[config.mk]
export PLATFORM = sky130hd
export DESIGN_NAME = pcm_to_pdm_tx
export DESIGN_NICKNAME = d
export VERILOG_FILES = /design/src/rtl/pcm_to_pdm_tx.sv
export SDC_FILE = /design/constraint.sdc
export NUM_CORES = 1
export LEC_CHECK = 0
export CORE_ASPECT_RATIO = 1.5
export CORE_UTILIZATION = 35
export CTS_CLUSTER_DIAMETER = 100
export DETAILED_ROUTE_END_ITERATION = 10
export PLACE_DENSITY = 0.62
export SLEW_MARGIN = 20
export SYNTH_ARGS = -nofsm -noshare
export SYNTH_HDL_FRONTEND = slang
export SYNTH_SLANG_ARGS = --single-unit
[constraint.sdc]
create_clock -name clk -period 9.75 [get_ports clk]
set_input_delay 2.925 -clock clk [delete_from_list [all_inputs] [get_ports clk]]
set_output_delay 2.925 -clock clk [all_outputs]
set_load 0.005 [all_outputs]
[src/rtl/pcm_to_pdm_tx.sv]
// rtl/pcm_to_pdm_tx.sv - PCM to PDM transmitter: first-order error-feedback modulator with PDM clock generator
// Optional LFSR dither on the accumulator update is enabled by defining PDM_TX_DITHER_EN.
module pcm_to_pdm_tx #(
    parameter int CLK_FREQ     = 100_000_000,
    parameter int PDM_CLK_FREQ = 1_800_000,
    parameter int DATA_WIDTH   = 16,
    parameter int OVERSAMPLE   = 64
) (
    input  logic                  clk,
    input  logic                  rst,
    input  logic                  enable,
    input  logic [DATA_WIDTH-1:0] pcm_data,
    input  logic                  pcm_valid,
    output logic                  pcm_ready,
    output logic                  PDM_CLK,
    output logic                  PDM_DATA,
    output logic                  underrun
);

    localparam int HP_RAW = CLK_FREQ / (2 * PDM_CLK_FREQ);
    localparam int HP     = (HP_RAW < 1) ? 1 : HP_RAW;
    localparam int DIV_W  = (HP > 1) ? $clog2(HP) : 1;
    localparam int CNT_W  = $clog2(OVERSAMPLE);
    localparam int ACC_W  = DATA_WIDTH + 2;
    localparam int SUM_W  = DATA_WIDTH + 4;

    localparam logic [SUM_W-1:0] ONE_S   = {{(SUM_W-1){1'b0}}, 1'b1};
    localparam logic [SUM_W-1:0] FS_S    = {{(SUM_W-DATA_WIDTH){1'b0}}, 1'b1, {(DATA_WIDTH-1){1'b0}}};
    localparam logic [SUM_W-1:0] NEG_FS  = ~FS_S + ONE_S;
    localparam logic [SUM_W-1:0] ACC_MAX = {{(SUM_W-ACC_W+1){1'b0}}, {(ACC_W-1){1'b1}}};
    localparam logic [SUM_W-1:0] ACC_MIN = {{(SUM_W-ACC_W+1){1'b1}}, {(ACC_W-1){1'b0}}};
    localparam logic [DIV_W-1:0] DIV_LAST = DIV_W'(HP - 1);
    localparam logic [CNT_W-1:0] CNT_LAST = CNT_W'(OVERSAMPLE - 1);

    typedef enum logic {IDLE, RUN} state_t;

    state_t                  state;
    logic [DIV_W-1:0]        div;
    logic [CNT_W-1:0]        bit_cnt;
    logic                    first_fall;
    logic [DATA_WIDTH-1:0]   buf_data;
    logic                    buf_full;
    logic [DATA_WIDTH-1:0]   cur_sample;
    logic [ACC_W-1:0]        acc;

    logic                    half_tick;
    logic                    fall_tick;
    logic                    reload;
    logic                    hs;
    logic                    buf_full_nx;
    logic [SUM_W-1:0]        dith_term;
    logic [SUM_W-1:0]        sum;
    logic [ACC_W-1:0]        acc_next;

    assign half_tick   = (state == RUN) && (div == DIV_LAST);
    assign fall_tick   = half_tick && PDM_CLK;
    assign reload      = fall_tick && ((bit_cnt == CNT_LAST) || first_fall);
    assign hs          = pcm_valid && pcm_ready;
    // A reload empties the buffer; a handshake in the same cycle refills it.
    assign buf_full_nx = (buf_full && !reload) || hs;

`ifdef PDM_TX_DITHER_EN
    logic [15:0] lfsr;

    always_ff @(posedge clk or posedge rst) begin
        if (rst) begin
            lfsr <= 16'hACE1;
        end else if (fall_tick) begin
            lfsr <= {lfsr[14:0], lfsr[15] ^ lfsr[13] ^ lfsr[12] ^ lfsr[10]};
        end
    end

    assign dith_term = lfsr[0] ? ONE_S : {SUM_W{1'b1}};
`else
    assign dith_term = {SUM_W{1'b0}};
`endif

    always_comb begin
        sum = {{(SUM_W-ACC_W){acc[ACC_W-1]}}, acc}
            + {{(SUM_W-DATA_WIDTH){cur_sample[DATA_WIDTH-1]}}, cur_sample}
            + (PDM_DATA ? NEG_FS : FS_S)
            + dith_term;
        if ($signed(sum) > $signed(ACC_MAX)) begin
            acc_next = ACC_MAX[ACC_W-1:0];
        end else if ($signed(sum) < $signed(ACC_MIN)) begin
            acc_next = ACC_MIN[ACC_W-1:0];
        end else begin
            acc_next = sum[ACC_W-1:0];
        end
    end

    always_ff @(posedge clk or posedge rst) begin
        if (rst) begin
            state      <= IDLE;
            div        <= '0;
            bit_cnt    <= '0;
            first_fall <= 1'b0;
            buf_data   <= '0;
            buf_full   <= 1'b0;
            cur_sample <= '0;
            acc        <= '0;
            pcm_ready  <= 1'b0;
            PDM_CLK    <= 1'b0;
            PDM_DATA   <= 1'b0;
            underrun   <= 1'b0;
        end else begin
            underrun  <= 1'b0;
            buf_full  <= buf_full_nx;
            pcm_ready <= !buf_full_nx;
            if (hs) begin
                buf_data <= pcm_data;
            end

            unique case (state)
                IDLE: begin
                    div      <= '0;
                    bit_cnt  <= '0;
                    acc      <= '0;
                    PDM_CLK  <= 1'b0;
                    PDM_DATA <= 1'b0;
                    if (enable) begin
                        state      <= RUN;
                        first_fall <= 1'b1;
                    end
                end
                RUN: begin
                    if (half_tick) begin
                        div     <= '0;
                        PDM_CLK <= !PDM_CLK;
                    end else begin
                        div <= div + 1'b1;
                    end

                    if (fall_tick) begin
                        first_fall <= 1'b0;
                        bit_cnt    <= (bit_cnt == CNT_LAST) ? '0 : bit_cnt + 1'b1;
                        acc        <= acc_next;
                        PDM_DATA   <= !acc_next[ACC_W-1];
                        if (reload) begin
                            if (buf_full) begin
                                cur_sample <= buf_data;
                            end else begin
                                cur_sample <= '0;
                                underrun   <= 1'b1;
                            end
                        end
                        // Leaving RUN only here means the current PDM period always completes.
                        if (!enable) begin
                            state    <= IDLE;
                            bit_cnt  <= '0;
                            acc      <= '0;
                            PDM_DATA <= 1'b0;
                        end
                    end
                end
                default: state <= IDLE;
            endcase
        end
    end

endmodule
==> parameters.txt <==
Parameter                              Value

GRT
  Gr usage total    14.74%
  Number of antenna violations at the first check in global routing    0
  Wire length of the first global-routing pass    12,830 um
  GR Overflow Total    0
  Maximum number of pins on one net before global-route repair    69
  Via count of the first global-routing pass    2,799

Worst setup path
  CP max-delay cell    sky130_fd_sc_hd__a211oi_2
  CP cell instances    ha_1, inv_1, fa_1, nor2b_1, o21ai_0, a2111o_1, a31oi_1, nand4_1, o2bb2ai_1, o21ai_0, xor2_1, fa_1, nand2_1, nand3_1, nand2_1, a2111o_1, a211oi_2, a21oi_1, o21ai_1
  Data required, critical path    10,000 ps
  CP Class    flip-flop to flip-flop
  Crit path largest cell delay    850 ps
  Worst-case reg-to-reg path depth    19
  Critical path fanouts, max    14
  WP depth    19
  Critical path capture point type    flip-flop
  Data arrival time at the worst-slack endpoint    5370 ps
  Buffers & Inverters on Critical Path    1
  Type of element launching the critical path    flip-flop
  Kind of cell adding the most delay to the critical path    compound AO/OA/AOI/OAI gates

STA
  Final clock period utilization by the worst path    52.49%
  Minimum period implied by the final worst setup slack    5118 ps
  Final Skew    9.301 ps
  Setup Total Neg Slack    0 ps
  Unrepaired setup endpoints after global routing    false
  Maximum operating frequency    0.1954 GHz
  Hold violation count in the final report    0
  Worst setup margin    4632 ps
  Setup-failing EPs final    0
  Tightest slew margin relative to the limit    31.78%
  Final-report max-slew violation count    0
  Worst-Margin Slew    1021 ps

Floorplanning
  Die boundary width    87.23 um
  Top-level I/O count    24
  Die Outline Area    0.01133 mm2
  Die height    129.8 um
  Effective utilization at floorplan    36.01%
  Area of the core    0.01059 mm2
  Row count    46

Power
  Power spent charging and discharging nets    0.0004149 W
  Internal power    0.0008126 W
  Sequential power share    36.4%
  Highest ir drop seen on vdd    0.1682 mV
  Share of total power consumed by net switching    33.80%
  Static Leak    2.065 nW
  PwrDens    271.3 mW/mm2
  Share of total power in the clock network    30.0%
  Combinational share of power    33.6%

Synth
  Number of cells produced by synthesis    396
  Number of distinct library cells after synthesis    51
  Synth Area per Inst    9.630 um2
  Number of enable flip-flop cells after synthesis    0
  Cell Area, Synth    0.003814 mm2
  Total nets after synthesis    443
  Total of warnings raised by yosys    0
  Post-synthesis register bit count    68
  Async set-or-reset flop fraction in the synthesized netlist    100.0%
  Sequential fraction of the synthesis area    44.62%
  Top flip-flop cell by instance count after synthesis    sky130_fd_sc_hd__dfrtp_1

Worst hold path
  Hold WC Path Type    flip-flop to flip-flop
  Count of cells along the worst hold path    2

Finish
  Synth-to-layout area growth    18.64%
  Design Area, Final    0.004524 mm2
  Number of filler cells placed in the layout    1,056
  Share of cells above drive strength 1    12.53%
  Number of antenna cells inserted    0
  Post-layout utilization of the core    42.72%
  Net count reported at finish    465

Detailed routing
  Number of DRC markers after the initial detailed-route iteration    84
  DRC violation count after routing    0
  Total number of vias    2,838
  Post-detailed-route wirelength per cell    13.07 um
  First-pass detailed-route iteration total    4
  Average via count per standard cell    5.005
  Antenna Nets Post-Route    0
  Total Routed Length    7412 um

Clocking
  Postcts setup bufs    0
  Clock net sink count    68
  CTS Root Cell    sky130_fd_sc_hd__clkbuf_16
  Number of gates given a new drive strength after cts    0
  Clock insertion delay at the later pin of the skew report    340 ps
  CTS tree    done
  Clock-pin slew of the registers on the worst-case setup and hold paths    50 ps
  Number of CTS-inserted buffers    9
  Maximum count of clock buffers along a single path    2
  Number of hold buffers added after cts    0
  # H-tree levels    3

Placed design
  Area after detailed placement    0.004184 mm2
  Port buffer count    23
  GPL Wtd Cong    0.9125
  DPL Wire Length    5365 um
  Worst slack at placement    4606 ps

Job
  Max-cap violations    0

Outcome
  Run status    completed
-- worst min-delay path: stages, from the launching register on --
cell	delay, ps
sky130_fd_sc_hd__dfrtp_1	340
sky130_fd_sc_hd__nand2_1	60
sky130_fd_sc_hd__o21ai_2	50
-- worst paths after layout --
path,slack [ps],end,startpoint
max,4630,acc[6],cur_sample[0]
min reg2reg,480,acc[0],acc[0]
min,480,acc[0],acc[0]
max reg2reg,4630,acc[6],cur_sample[0]
max in group asynchronous,6020,buf_data[8],rst
min in group asynchronous,3160,buf_data[0],rst
-- area by class of cell --
type	instances	area [um2]	area share, %
inverters	14	52.55	1.162
clock inverters	7	115.1	2.544
multi-input cells	299	1997	44.14
repair buffers	26	252.7	5.586
flip-flops and latches	68	1702	37.61
clock buffers	9	225.2	4.978
well taps	144	180.2	3.982
-- cell families (layout without fill, tap and decap cells) --
kind of cell    after synthesis  count (layout)  share of synthesized area [%]
flops                        68              68                          44.62
simple gates                118             118                          14.31
mux                          17              17                          4.987
buf+inv                      29              56                          3.117
compound gates              117             117                          19.13
fa+ha+maj                    27              27                          9.252
xor+xnor                     20              20                          4.593
-- routing by layer --
metal	up-vias	global-route usage, %	share of wire (%)
met5	-	0	0
met4	0	7.715	2.9
met3	13	3.795	2.8
met2	35	25.24	51
met1	1347	16.83	43
li1	1443	-	-
-- through the flow --
stage	hold WS, ps	std cells	total power (W)
after CTS	489.0	567	0.001237
after global routing	508.4	567	0.001320
after global placement	463.9	551	0.0008478
after floorplan	437.0	396	0.0007591
final	482.9	567	0.001227
after detailed placement	477.1	551	0.0008635
-- cells in the mapped netlist, drive strengths merged (3+ instances only) --
cell,count,area share [%]
dfrtp,68,45
nand2,61,6.1
o21ai,55,7.6
a21oi,33,4.3
ha,25,8.2
nor2,19,1.9
mux2,16,4.7
inv,14,1.4
clkbuf,12,1.2
xnor2,10,2.3
xor2,10,2.3
nor3,7,1.3
a21o,6,1.2
nand3,6,0.79
and3,5,0.82
nand2b,4,0.66
nor2b,4,0.66
a211oi,3,0.85
a31oi,3,0.49
buf,3,0.56
o31ai,3,0.59
-- sequential cells by signal, indices dropped and copies added (netlist names) --
register	cells
PDM_DATA	1
bit_cnt	6
first_fall	1
PDM_CLK	1
acc	18
buf_data	16
buf_full	1
pcm_ready	1
state	1
div	5
underrun	1
cur_sample	16
-- cell usage in the layout (no fill, tap or decap), drive strengths merged, types with 3 or more instances in the layout --
master / count
o21ai: 55
a31oi: 3
inv: 14
nand3: 6
a21o: 6
nor2b: 4
bufinv: 3
nor3: 7
clkbuf: 9
nand2: 61
a21oi: 33
nand2b: 4
ha: 25
o31ai: 3
dfrtp: 68
xnor2: 10
and3: 5
xor2: 10
mux2: 16
nor2: 19
clkdlybuf4s50: 23
buf: 3
a211oi: 3
-- power groups by stage --
stage / sequential (W) / clock [W] / combinational [W]
floorplan: 0.000426 / 0 / 0.000333
CTS: 0.000448 / 0.000375 / 0.000414
global placement: 0.000448 / 0 / 0.000400
finish: 0.000447 / 0.000368 / 0.000413
global route: 0.000461 / 0.000387 / 0.000472
detailed placement: 0.000452 / 0 / 0.000412
Power figures use the tool's default switching activity.
